===== config.mk =====
export PLATFORM = sky130hd
export DESIGN_NAME = ch_digital_seg_ctrl
export DESIGN_NICKNAME = d
export VERILOG_FILES = /design/src/rtl/ch_digital_seg_ctrl.sv
export SDC_FILE = /design/constraint.sdc
export NUM_CORES = 1
export LEC_CHECK = 0
export BUFFER_PORTS_ARGS = -buffer_cell sky130_fd_sc_hd__buf_2
export CAP_MARGIN = 20
export CORE_UTILIZATION = 56
export CTS_BUF_LIST = sky130_fd_sc_hd__clkbuf_8
export CTS_CLUSTER_SIZE = 25
export DETAILED_ROUTE_END_ITERATION = 10
export MAX_ROUTING_LAYER = met4
export PLACE_DENSITY = 0.95
export SETUP_SLACK_MARGIN = 0.05
export SYNTH_ARGS = -nofsm -noshare
export SYNTH_HDL_FRONTEND = slang
export SYNTH_SLANG_ARGS = --single-unit

===== constraint.sdc =====
create_clock -name FCLK -period 7.1 [get_ports FCLK]
set_input_delay 1.775 -clock FCLK [delete_from_list [all_inputs] [get_ports FCLK]]
set_output_delay 1.775 -clock FCLK [all_outputs]
set_load 0.05 [all_outputs]

===== src/rtl/ch_digital_seg_ctrl.sv =====
// ch_digital_seg_ctrl
// ---------------------------------------------------------------------------
// Channel controller for NUM_SEG sampling segments. A qualified discriminator
// edge (hit) optionally waits TRIG_DELAY cycles. It then freezes the next
// 1/2/4/NUM_SEG segments (selected by MODE) by raising their SEG_TRIG bits.
// It also counts accepted hits in a saturating counter. A serializer shifts
// out one segment timestamp, or the hit count, MSB first.
//
// Optional build macro: CH_RING_MODE_EN
//   Adds the RING input. With RING=1 the segment pointer wraps back to 0
//   instead of entering FULL. A reused segment drops its SEG_TRIG for one
//   cycle, so the analog side sees a fresh rising edge.
//
// Ports
//   FCLK                   sampling clock
//   RST                    synchronous active-high reset
//   INST_START             one-cycle pulse, arm the channel (IDLE only)
//   INST_STOP              one-cycle pulse, end sampling
//   INST_READOUT           level, readout window (rising edge enters READOUT)
//   DISCRIMINATOR_OUTPUT   asynchronous discriminator, synchronised here
//   DISCRIMINATOR_POLARITY 1 = rising edge is a hit, 0 = falling edge
//   MODE                   segments per hit: 0->1, 1->2, 2->4, 3->NUM_SEG
//   TRIG_DELAY             extra cycles from hit to capture
//   SEG_CNT                packed segment timestamps, segment i at [i*CNT_W +: CNT_W]
//   SELECT_REG             readout source: segment index, NUM_SEG = hit count
//   SHIFT_EN               advance serializer by one bit
//   RING                   (CH_RING_MODE_EN only) wrap pointer instead of FULL
//   SEG_TRIG               per-segment trigger, high = segment frozen
//   STOP_REQUEST           all segments consumed
//   TRIGGER_CNT            accepted hits, saturating
//   CNT_SER                serial readout bit
// ---------------------------------------------------------------------------
module ch_digital_seg_ctrl #(
    parameter int NUM_SEG = 5,
    parameter int CNT_W   = 10,
    parameter int DLY_W   = 5,
    parameter int TCNT_W  = 4
) (
    input  logic                          FCLK,
    input  logic                          RST,
    input  logic                          INST_START,
    input  logic                          INST_STOP,
    input  logic                          INST_READOUT,
    input  logic                          DISCRIMINATOR_OUTPUT,
    input  logic                          DISCRIMINATOR_POLARITY,
    input  logic [1:0]                    MODE,
    input  logic [DLY_W-1:0]              TRIG_DELAY,
    input  logic [NUM_SEG*CNT_W-1:0]      SEG_CNT,
    input  logic [$clog2(NUM_SEG+1)-1:0]  SELECT_REG,
    input  logic                          SHIFT_EN,
`ifdef CH_RING_MODE_EN
    input  logic                          RING,
`endif
    output logic [NUM_SEG-1:0]            SEG_TRIG,
    output logic                          STOP_REQUEST,
    output logic [TCNT_W-1:0]             TRIGGER_CNT,
    output logic                          CNT_SER
);

    localparam int SEL_W  = $clog2(NUM_SEG+1);
    // Pointer must hold ptr + span, with ptr <= NUM_SEG-1 and span <= NUM_SEG.
    localparam int PTR_W  = $clog2(2*NUM_SEG);
    // MODE=2 asks for four segments; never more than exist.
    localparam int SPAN_M2 = (NUM_SEG < 4) ? NUM_SEG : 4;

    typedef enum logic [2:0] {
        S_IDLE,
        S_ARMED,
        S_DELAY,
        S_FULL,
        S_READOUT
    } state_t;

    state_t               state_reg;
    logic                 disc_meta_reg;
    logic                 disc_sync_reg;
    logic                 disc_prev_reg;
    logic                 readout_prev_reg;
    logic [DLY_W-1:0]     dly_cnt_reg;
    logic [PTR_W-1:0]     ptr_reg;
    logic [NUM_SEG-1:0]   seg_trig_reg;
    logic [NUM_SEG-1:0]   relight_reg;
    logic                 stop_request_reg;
    logic [TCNT_W-1:0]    trigger_cnt_reg;
    logic [CNT_W-1:0]     shift_reg;

    logic                 hit_evt;
    logic                 readout_rise;
    logic                 ring_on;
    logic [PTR_W-1:0]     span;
    logic [PTR_W-1:0]     ptr_end;
    logic                 wrap;
    logic [NUM_SEG-1:0]   cap_mask;
    logic [NUM_SEG-1:0]   reused;
    logic [NUM_SEG-1:0]   seg_capture;
    logic [TCNT_W-1:0]    tcnt_next;
    logic [CNT_W-1:0]     tcnt_just;
    logic [CNT_W-1:0]     load_word;
    logic [CNT_W-1:0]     seg_word [NUM_SEG];

`ifdef CH_RING_MODE_EN
    assign ring_on = RING;
`else
    assign ring_on = 1'b0;
`endif

    // The edge detector looks at the synchronised value against its previous
    // sample. An input change sampled at edge k is therefore visible to the
    // FSM at edge k+2.
    assign hit_evt = DISCRIMINATOR_POLARITY ? (disc_sync_reg & ~disc_prev_reg)
                                            : (~disc_sync_reg & disc_prev_reg);

    assign readout_rise = INST_READOUT & ~readout_prev_reg;

    always_comb begin
        span = PTR_W'(1);
        case (MODE)
            2'd0:    span = PTR_W'(1);
            2'd1:    span = PTR_W'(2);
            2'd2:    span = PTR_W'(SPAN_M2);
            default: span = PTR_W'(NUM_SEG);
        endcase
    end

    assign ptr_end = ptr_reg + span;
    assign wrap    = (ptr_end >= PTR_W'(NUM_SEG));

    // Segments ptr .. ptr_end-1 are frozen by a capture. Indices past the last
    // segment simply have no bit, which clips the span.
    for (genvar gi = 0; gi < NUM_SEG; gi++) begin : g_mask
        assign cap_mask[gi] = (PTR_W'(gi) >= ptr_reg) && (PTR_W'(gi) < ptr_end);
    end

    for (genvar gi = 0; gi < NUM_SEG; gi++) begin : g_word
        assign seg_word[gi] = SEG_CNT[gi*CNT_W +: CNT_W];
    end

    // A segment can only be hit twice in one run after a ring wrap. It goes
    // low on the capture cycle and is raised again one cycle later.
    assign reused      = cap_mask & seg_trig_reg & {NUM_SEG{ring_on}};
    assign seg_capture = (seg_trig_reg | cap_mask) & ~reused;

    assign tcnt_next = (&trigger_cnt_reg) ? trigger_cnt_reg
                                          : trigger_cnt_reg + TCNT_W'(1);

    // The hit count is presented MSB-aligned in the CNT_W-wide shift word.
    assign tcnt_just = CNT_W'(trigger_cnt_reg) << (CNT_W - TCNT_W);

    always_comb begin
        load_word = '0;
        if (SELECT_REG < SEL_W'(NUM_SEG)) begin
            load_word = seg_word[SELECT_REG];
        end else if (SELECT_REG == SEL_W'(NUM_SEG)) begin
            load_word = tcnt_just;
        end
    end

    // Discriminator synchroniser and edge history.
    always_ff @(posedge FCLK) begin
        if (RST) begin
            disc_meta_reg <= 1'b0;
            disc_sync_reg <= 1'b0;
            disc_prev_reg <= 1'b0;
        end else begin
            disc_meta_reg <= DISCRIMINATOR_OUTPUT;
            disc_sync_reg <= disc_meta_reg;
            disc_prev_reg <= disc_sync_reg;
        end
    end

    // The readout level keeps being sampled during reset. This stops a window
    // held open across reset from being seen as a new rising edge.
    always_ff @(posedge FCLK) begin
        readout_prev_reg <= INST_READOUT;
    end

    always_ff @(posedge FCLK) begin
        if (RST) begin
            state_reg        <= S_IDLE;
            dly_cnt_reg      <= '0;
            ptr_reg          <= '0;
            seg_trig_reg     <= '0;
            relight_reg      <= '0;
            stop_request_reg <= 1'b0;
            trigger_cnt_reg  <= '0;
            shift_reg        <= '0;
        end else begin
            seg_trig_reg <= seg_trig_reg | relight_reg;
            relight_reg  <= '0;
            case (state_reg)
                S_IDLE: begin
                    if (INST_STOP) begin
                        state_reg <= S_IDLE;
                    end else if (INST_START) begin
                        state_reg       <= S_ARMED;
                        seg_trig_reg    <= '0;
                        trigger_cnt_reg <= '0;
                        ptr_reg         <= '0;
                    end else if (readout_rise) begin
                        state_reg <= S_READOUT;
                        shift_reg <= load_word;
                    end
                end
                S_ARMED: begin
                    if (INST_STOP) begin
                        state_reg <= S_IDLE;
                    end else if (hit_evt) begin
                        state_reg   <= S_DELAY;
                        dly_cnt_reg <= TRIG_DELAY;
                    end
                end
                S_DELAY: begin
                    if (INST_STOP) begin
                        state_reg <= S_IDLE;
                    end else if (dly_cnt_reg == '0) begin
                        seg_trig_reg    <= seg_capture;
                        relight_reg     <= reused;
                        trigger_cnt_reg <= tcnt_next;
                        if (wrap && ring_on) begin
                            ptr_reg   <= '0;
                            state_reg <= S_ARMED;
                        end else if (wrap) begin
                            ptr_reg          <= ptr_end;
                            state_reg        <= S_FULL;
                            stop_request_reg <= 1'b1;
                        end else begin
                            ptr_reg   <= ptr_end;
                            state_reg <= S_ARMED;
                        end
                    end else begin
                        dly_cnt_reg <= dly_cnt_reg - DLY_W'(1);
                    end
                end
                S_FULL: begin
                    if (INST_STOP) begin
                        state_reg        <= S_IDLE;
                        stop_request_reg <= 1'b0;
                    end else if (readout_rise) begin
                        state_reg        <= S_READOUT;
                        stop_request_reg <= 1'b0;
                        shift_reg        <= load_word;
                    end
                end
                S_READOUT: begin
                    if (!INST_READOUT) begin
                        state_reg <= S_IDLE;
                        shift_reg <= '0;
                    end else if (SHIFT_EN) begin
                        shift_reg <= {shift_reg[CNT_W-2:0], 1'b0};
                    end
                end
                default: begin
                    state_reg <= S_IDLE;
                end
            endcase
        end
    end

    assign SEG_TRIG     = seg_trig_reg;
    assign STOP_REQUEST = stop_request_reg;
    assign TRIGGER_CNT  = trigger_cnt_reg;
    assign CNT_SER      = shift_reg[CNT_W-1];

endmodule


### Word-level counts from Yosys, hierarchy flattened

Index checks and enable logic that the tools add are counted.

* register bits: 36
* output and inout bits: 11
* word-level logic and storage cells: 127

* add/sub/neg operators: 3
* order comparisons: 13
* equality and inequality tests: 23
* multiplexer cells: 50
* bitwise logic cells: 8
* reductions and logical operators: 19

Operator list (count)
* 10-bit two-way mux: 10
* 5-bit two-way mux: 8
* 10-bit binary-select mux with 3-bit select: 1
* 10-bit one-hot mux with 3 select lines: 1
* 4-bit two-way mux: 7
* 3-bit two-way mux: 9
* 2-bit inequality test, second input constant: 12
* 5-bit one-hot mux with 2 select lines: 2
* 5-bit AND reduction: 4
* 4-bit one-hot mux with 2 select lines: 2
* 3-bit one-hot mux with 5 select lines: 1
* 3-bit inequality test, second input constant: 4
* 3-bit one-hot mux with 3 select lines: 1
* 1-bit by 4-bit >= comparator with 1-bit output, first input constant: 2
* 2-bit by 4-bit >= comparator with 1-bit output, first input constant: 2
* 1-bit by 4-bit less-than comparator with 1-bit output, first input constant: 2
* 2-bit by 4-bit less-than comparator with 1-bit output, first input constant: 2
* 3-bit by 2-bit == test with 1-bit output, second input constant: 2
* 3-bit == test, second input constant: 2
* 1-bit two-way mux: 6
* 6-bit AND reduction: 1
* 2-bit nonzero test: 3
* 1-bit logical AND: 5
* 5-bit logical NOT: 1
* other kinds (22): 26

### Longest topological paths before layout

* word-level depth: 9
* mapped depth: 9
* gate-level depth less buffers: 9

### Worst setup path before layout

OpenSTA, ideal clock, no wires.

* path kind: input port to flip-flop
* start point: input port MODE[0]
* end point: register stop_request_reg (netlist: STOP_REQUEST)
* library setup time: 0.115 ns
* data arrival time: 3.621 ns
* setup slack: 3.364 ns
* cell stages on the path: 8
* buffers on the path: 0
* cell sequence: inv_1 ha_1 ha_1 fa_1 xor2_1 o21ai_0 and2_1 a2111oi_0

* cells in the longest elaborated chain, start to end: 6
* elaborated cells between the ends (all ways): 8
* those cells by class: 1 x add/sub; 1 x order compare; 3 x eq/ne; 1 x mux; 2 x reduce/logical

Ends and longest elaborated chain
* from (decl): RTL line 46 `input logic [1:0] MODE,`
* 2-bit == test (tied with other cells): RTL line 117 `case (MODE)`
* 3-bit one-hot mux with 3 select lines *: RTL line 117
* 4-bit adder *: RTL line 125 `assign ptr_end = ptr_reg + span;`
* 4-bit by 3-bit >= comparator with 1-bit output *: RTL line 126 `assign wrap = (ptr_end >= PTR_W'(NUM_SEG));`
* 2-bit inequality test (no line) *
* 5-bit AND reduction (no line) *
* to (signal assigned): RTL line 184 `stop_request_reg <= 1'b0;`
* to (signal assigned): RTL line 225 `stop_request_reg <= 1'b1;`
* to (signal assigned): RTL line 237 `stop_request_reg <= 1'b0;`
* to (decl): RTL line 83 `logic stop_request_reg;`

Every way passes the cells marked *; elsewhere a longest branch is shown, timed or not.
A chain may end at the register's enable or synchronous reset.

### Worst setup path in the final report

Same ends and word-level chain as after synthesis.

==> metrics.yaml <==
critical_path.cell_chain: "buf_2 > inv_1 > ha_1 > ha_1 > fa_1 > xor2_1 > o21ai_0 > and2_1 > a2111oi_0"
hold_buffers: 0
ir_drop_uv: 96.0
worst_slew_pin_slew_ps: 954
final_util_pct: 73.3
status: "finished, final reports clean"
wirelength_um: 5510
cts_tree: "built"
layout-drive-gt1-share_pct: 30.8
async_flop_share_pct: 0
crit_top_cell: "ha_1"
cts.sinks: 36
largest_reg_flops: 10
syn_area_per_cell_um2: 8.62
grt_overflow_total: 0
cts_buffers: 5
nets: 416
fill_cells: 285
antenna_found_initial: 0
wire_per_inst_um: 14.3
synth.top_cell.area_share_pct: 31.5
io_buffers: 78
die_area_mm2: 0.00434
dpl.hpwl_um: 4260
synth_cells: 265
syn_to_final_growth_pct: 21.9
htree_levels: 2
ys_ff_latch: 36
hp-class: "flop to flop"
criticalPathCategory: "input port to flop"
startpoint_type: "input port"
drt_iter0_markers: 195
gp_congestion: 0.917
max_freq_ghz: 0.261
rsz0062_at_grt: "no"
timing.final.crit_share_pct: 53.9
vias: 2354
cts_buffer_depth: 2
finalPower_mw: 0.452
multiInputGateArea_mm2: 0.00148
clkTransAtPathRegs_ps: 70
synth-seq-area-share_pct: 31.5
power_frac_clock_pct: 33.8
power_leakage_nw: 1.17
endpoint_kind: "flop"
drv_slew: 0
grt_usage_pct: 28.4
sw_frac_of_total_pct: 25.8
maxCapViolations: 0
synth_fp_nets: 343
initial_utilization_pct: 60.1
cp_slowest_cell: "xor2_1"
firstDrtPassIters: 5
fp.dieW_um: 65.9
fp.dieH_um: 65.9
yosysWarnings: 0
critPathMaxFanout: 6
core_mm2: 0.00380
cts_root_buf: "clkbuf_8"
design_area_mm2: 0.00279
drc: 0
ys.flop_type: "dfxtp_1"
dpl_cell_area_mm2: 0.00269
switchingPower_mw: 0.116
synth_most_common_cell: "dfxtp_1"
syn-cell-area_mm2: 0.00228
grt_max_degree: 28
clkLatencyLatePin_ps: 280
power.internal_mw: 0.335
setup_viol: 0
vias_per_cell: 6.10
p_seq_share_pct: 47.1
slowest_delay_ps: 410
p_comb_share_pct: 19.1
crit_required_ps: 7270
arrival_ps: 3990
period_minus_slack_ps: 3830
powerDensity_mw_per_mm2: 162
grt_pass1_vias: 2243
cts_resized: 0
fin_skew_ps: 4.53
tns_ps: 0
slew_headroom_pct: 34.7
regArea_um2: 721
grt_pass1_wl_um: 9170
ios: 79
synth_edf_count: 0
ys_types: 57
synth.largest_area_cell: "dfxtp_1"
ant_nets: 0
num_antenna_cells: 0
hold_viol: 0
post-cts-setup-buffers: 0
synth.area.top_cells: "dfxtp_1, mux4_2, nor2_1, ha_1, a21oi_1"
synth_commonest_cells: "dfxtp_1, nor2_1, a21oi_1"
core.rowCount: 22
[through the flow]
stage | hold slack [ps] | worst slack (ps) | std cells
5_1_grt | 459 | 3110 | 386
2_1_floorplan | 414 | 3360 | 265
6_report | 442 | 3270 | 386
4_1_cts | 445 | 3320 | 386
3_5_place_dp | 428 | 3040 | 379
3_3_place_gp | 417 | 3160 | 379
[final cells by class]
class	instances	area share (%)
clock buffer	7	3.46
inverter	8	1.08
multi-input combinational	208	53.1
sequential	36	25.9
tap	48	2.16
timing repair buffer	79	14.3
[path summary, 6_finish.rpt]
path / from / endpoint / slack [ps] / cells after the start
hold reg to reg: disc_meta_reg$_SDFF_PP0_ / disc_sync_reg$_SDFF_PP0_ / 440 / 1
hold / removal: disc_meta_reg$_SDFF_PP0_ / disc_sync_reg$_SDFF_PP0_ / 440 / 1
setup / recovery: MODE[0] / STOP_REQUEST$_SDFFE_PP0P_ / 3270 / 9
setup reg to reg: state_reg[1]$_SDFFE_PP0P_ / shift_reg[1]$_SDFFE_PP0P_ / 4600 / 5
[power by group through the flow]
| stage | clock [mW] | sequential [mW] | combinational (mW) |
|---|---|---|---|
| global route | 0.167 | 0.214 | 0.0947 |
| CTS | 0.155 | 0.213 | 0.0863 |
| floorplan | 0 | 0.223 | 0.0495 |
| detailed placement | 0 | 0.217 | 0.0859 |
| finish | 0.153 | 0.213 | 0.0861 |
| global placement | 0 | 0.217 | 0.0833 |
[layout by cell type, fill, tap and decap left out, drive strengths merged, types with 2 or more instances in the layout]
cell | Yosys | final
buf | 3 | 79
dfxtp | 36 | 36
nor2 | 34 | 34
a21oi | 19 | 19
nand2 | 18 | 18
o21ai | 18 | 18
nand3 | 11 | 11
mux4 | 9 | 9
ha | 9 | 9
inv | 8 | 8
nor3 | 8 | 8
a211oi | 8 | 8
mux2i | 7 | 7
clkbuf | 10 | 7
nor3b | 5 | 5
xnor2 | 5 | 5
a222oi | 5 | 5
nand3b | 4 | 4
nor2b | 4 | 4
or3 | 4 | 4
or2 | 3 | 3
nand2b | 3 | 3
and2 | 3 | 3
a2111oi | 3 | 3
or3b | 2 | 2
a211o | 2 | 2
[logic make-up after synthesis]
group | count (synthesis) | synth area share (%)
compound gates | 71 | 21.1
xor+xnor | 6 | 2.30
fa+ha+maj | 10 | 5.81
buf+inv | 21 | 3.67
flops | 36 | 31.5
mux | 16 | 11.9
simple gates | 105 | 23.7
[critical path, delay by kind of cell]
kind	cells	cell delay, ps
XOR/XNOR	1	410
AO/OA/AOI/OAI	2	570
AND/OR/NAND/NOR	1	220
adder cells (fa/ha/maj)	3	880
buffers and inverters	2	160
[layer usage]
layer / share of wire [%] / wire length [µm] / global-route usage, %
met5: 0 / 0 / -
met4: 1.2 / 66 / 9.78
met3: 6.8 / 377 / 5.00
met2: 53 / 2920 / 52.9
met1: 39 / 2150 / 29.6
No activity file was read; power rests on OpenSTA's default activity.
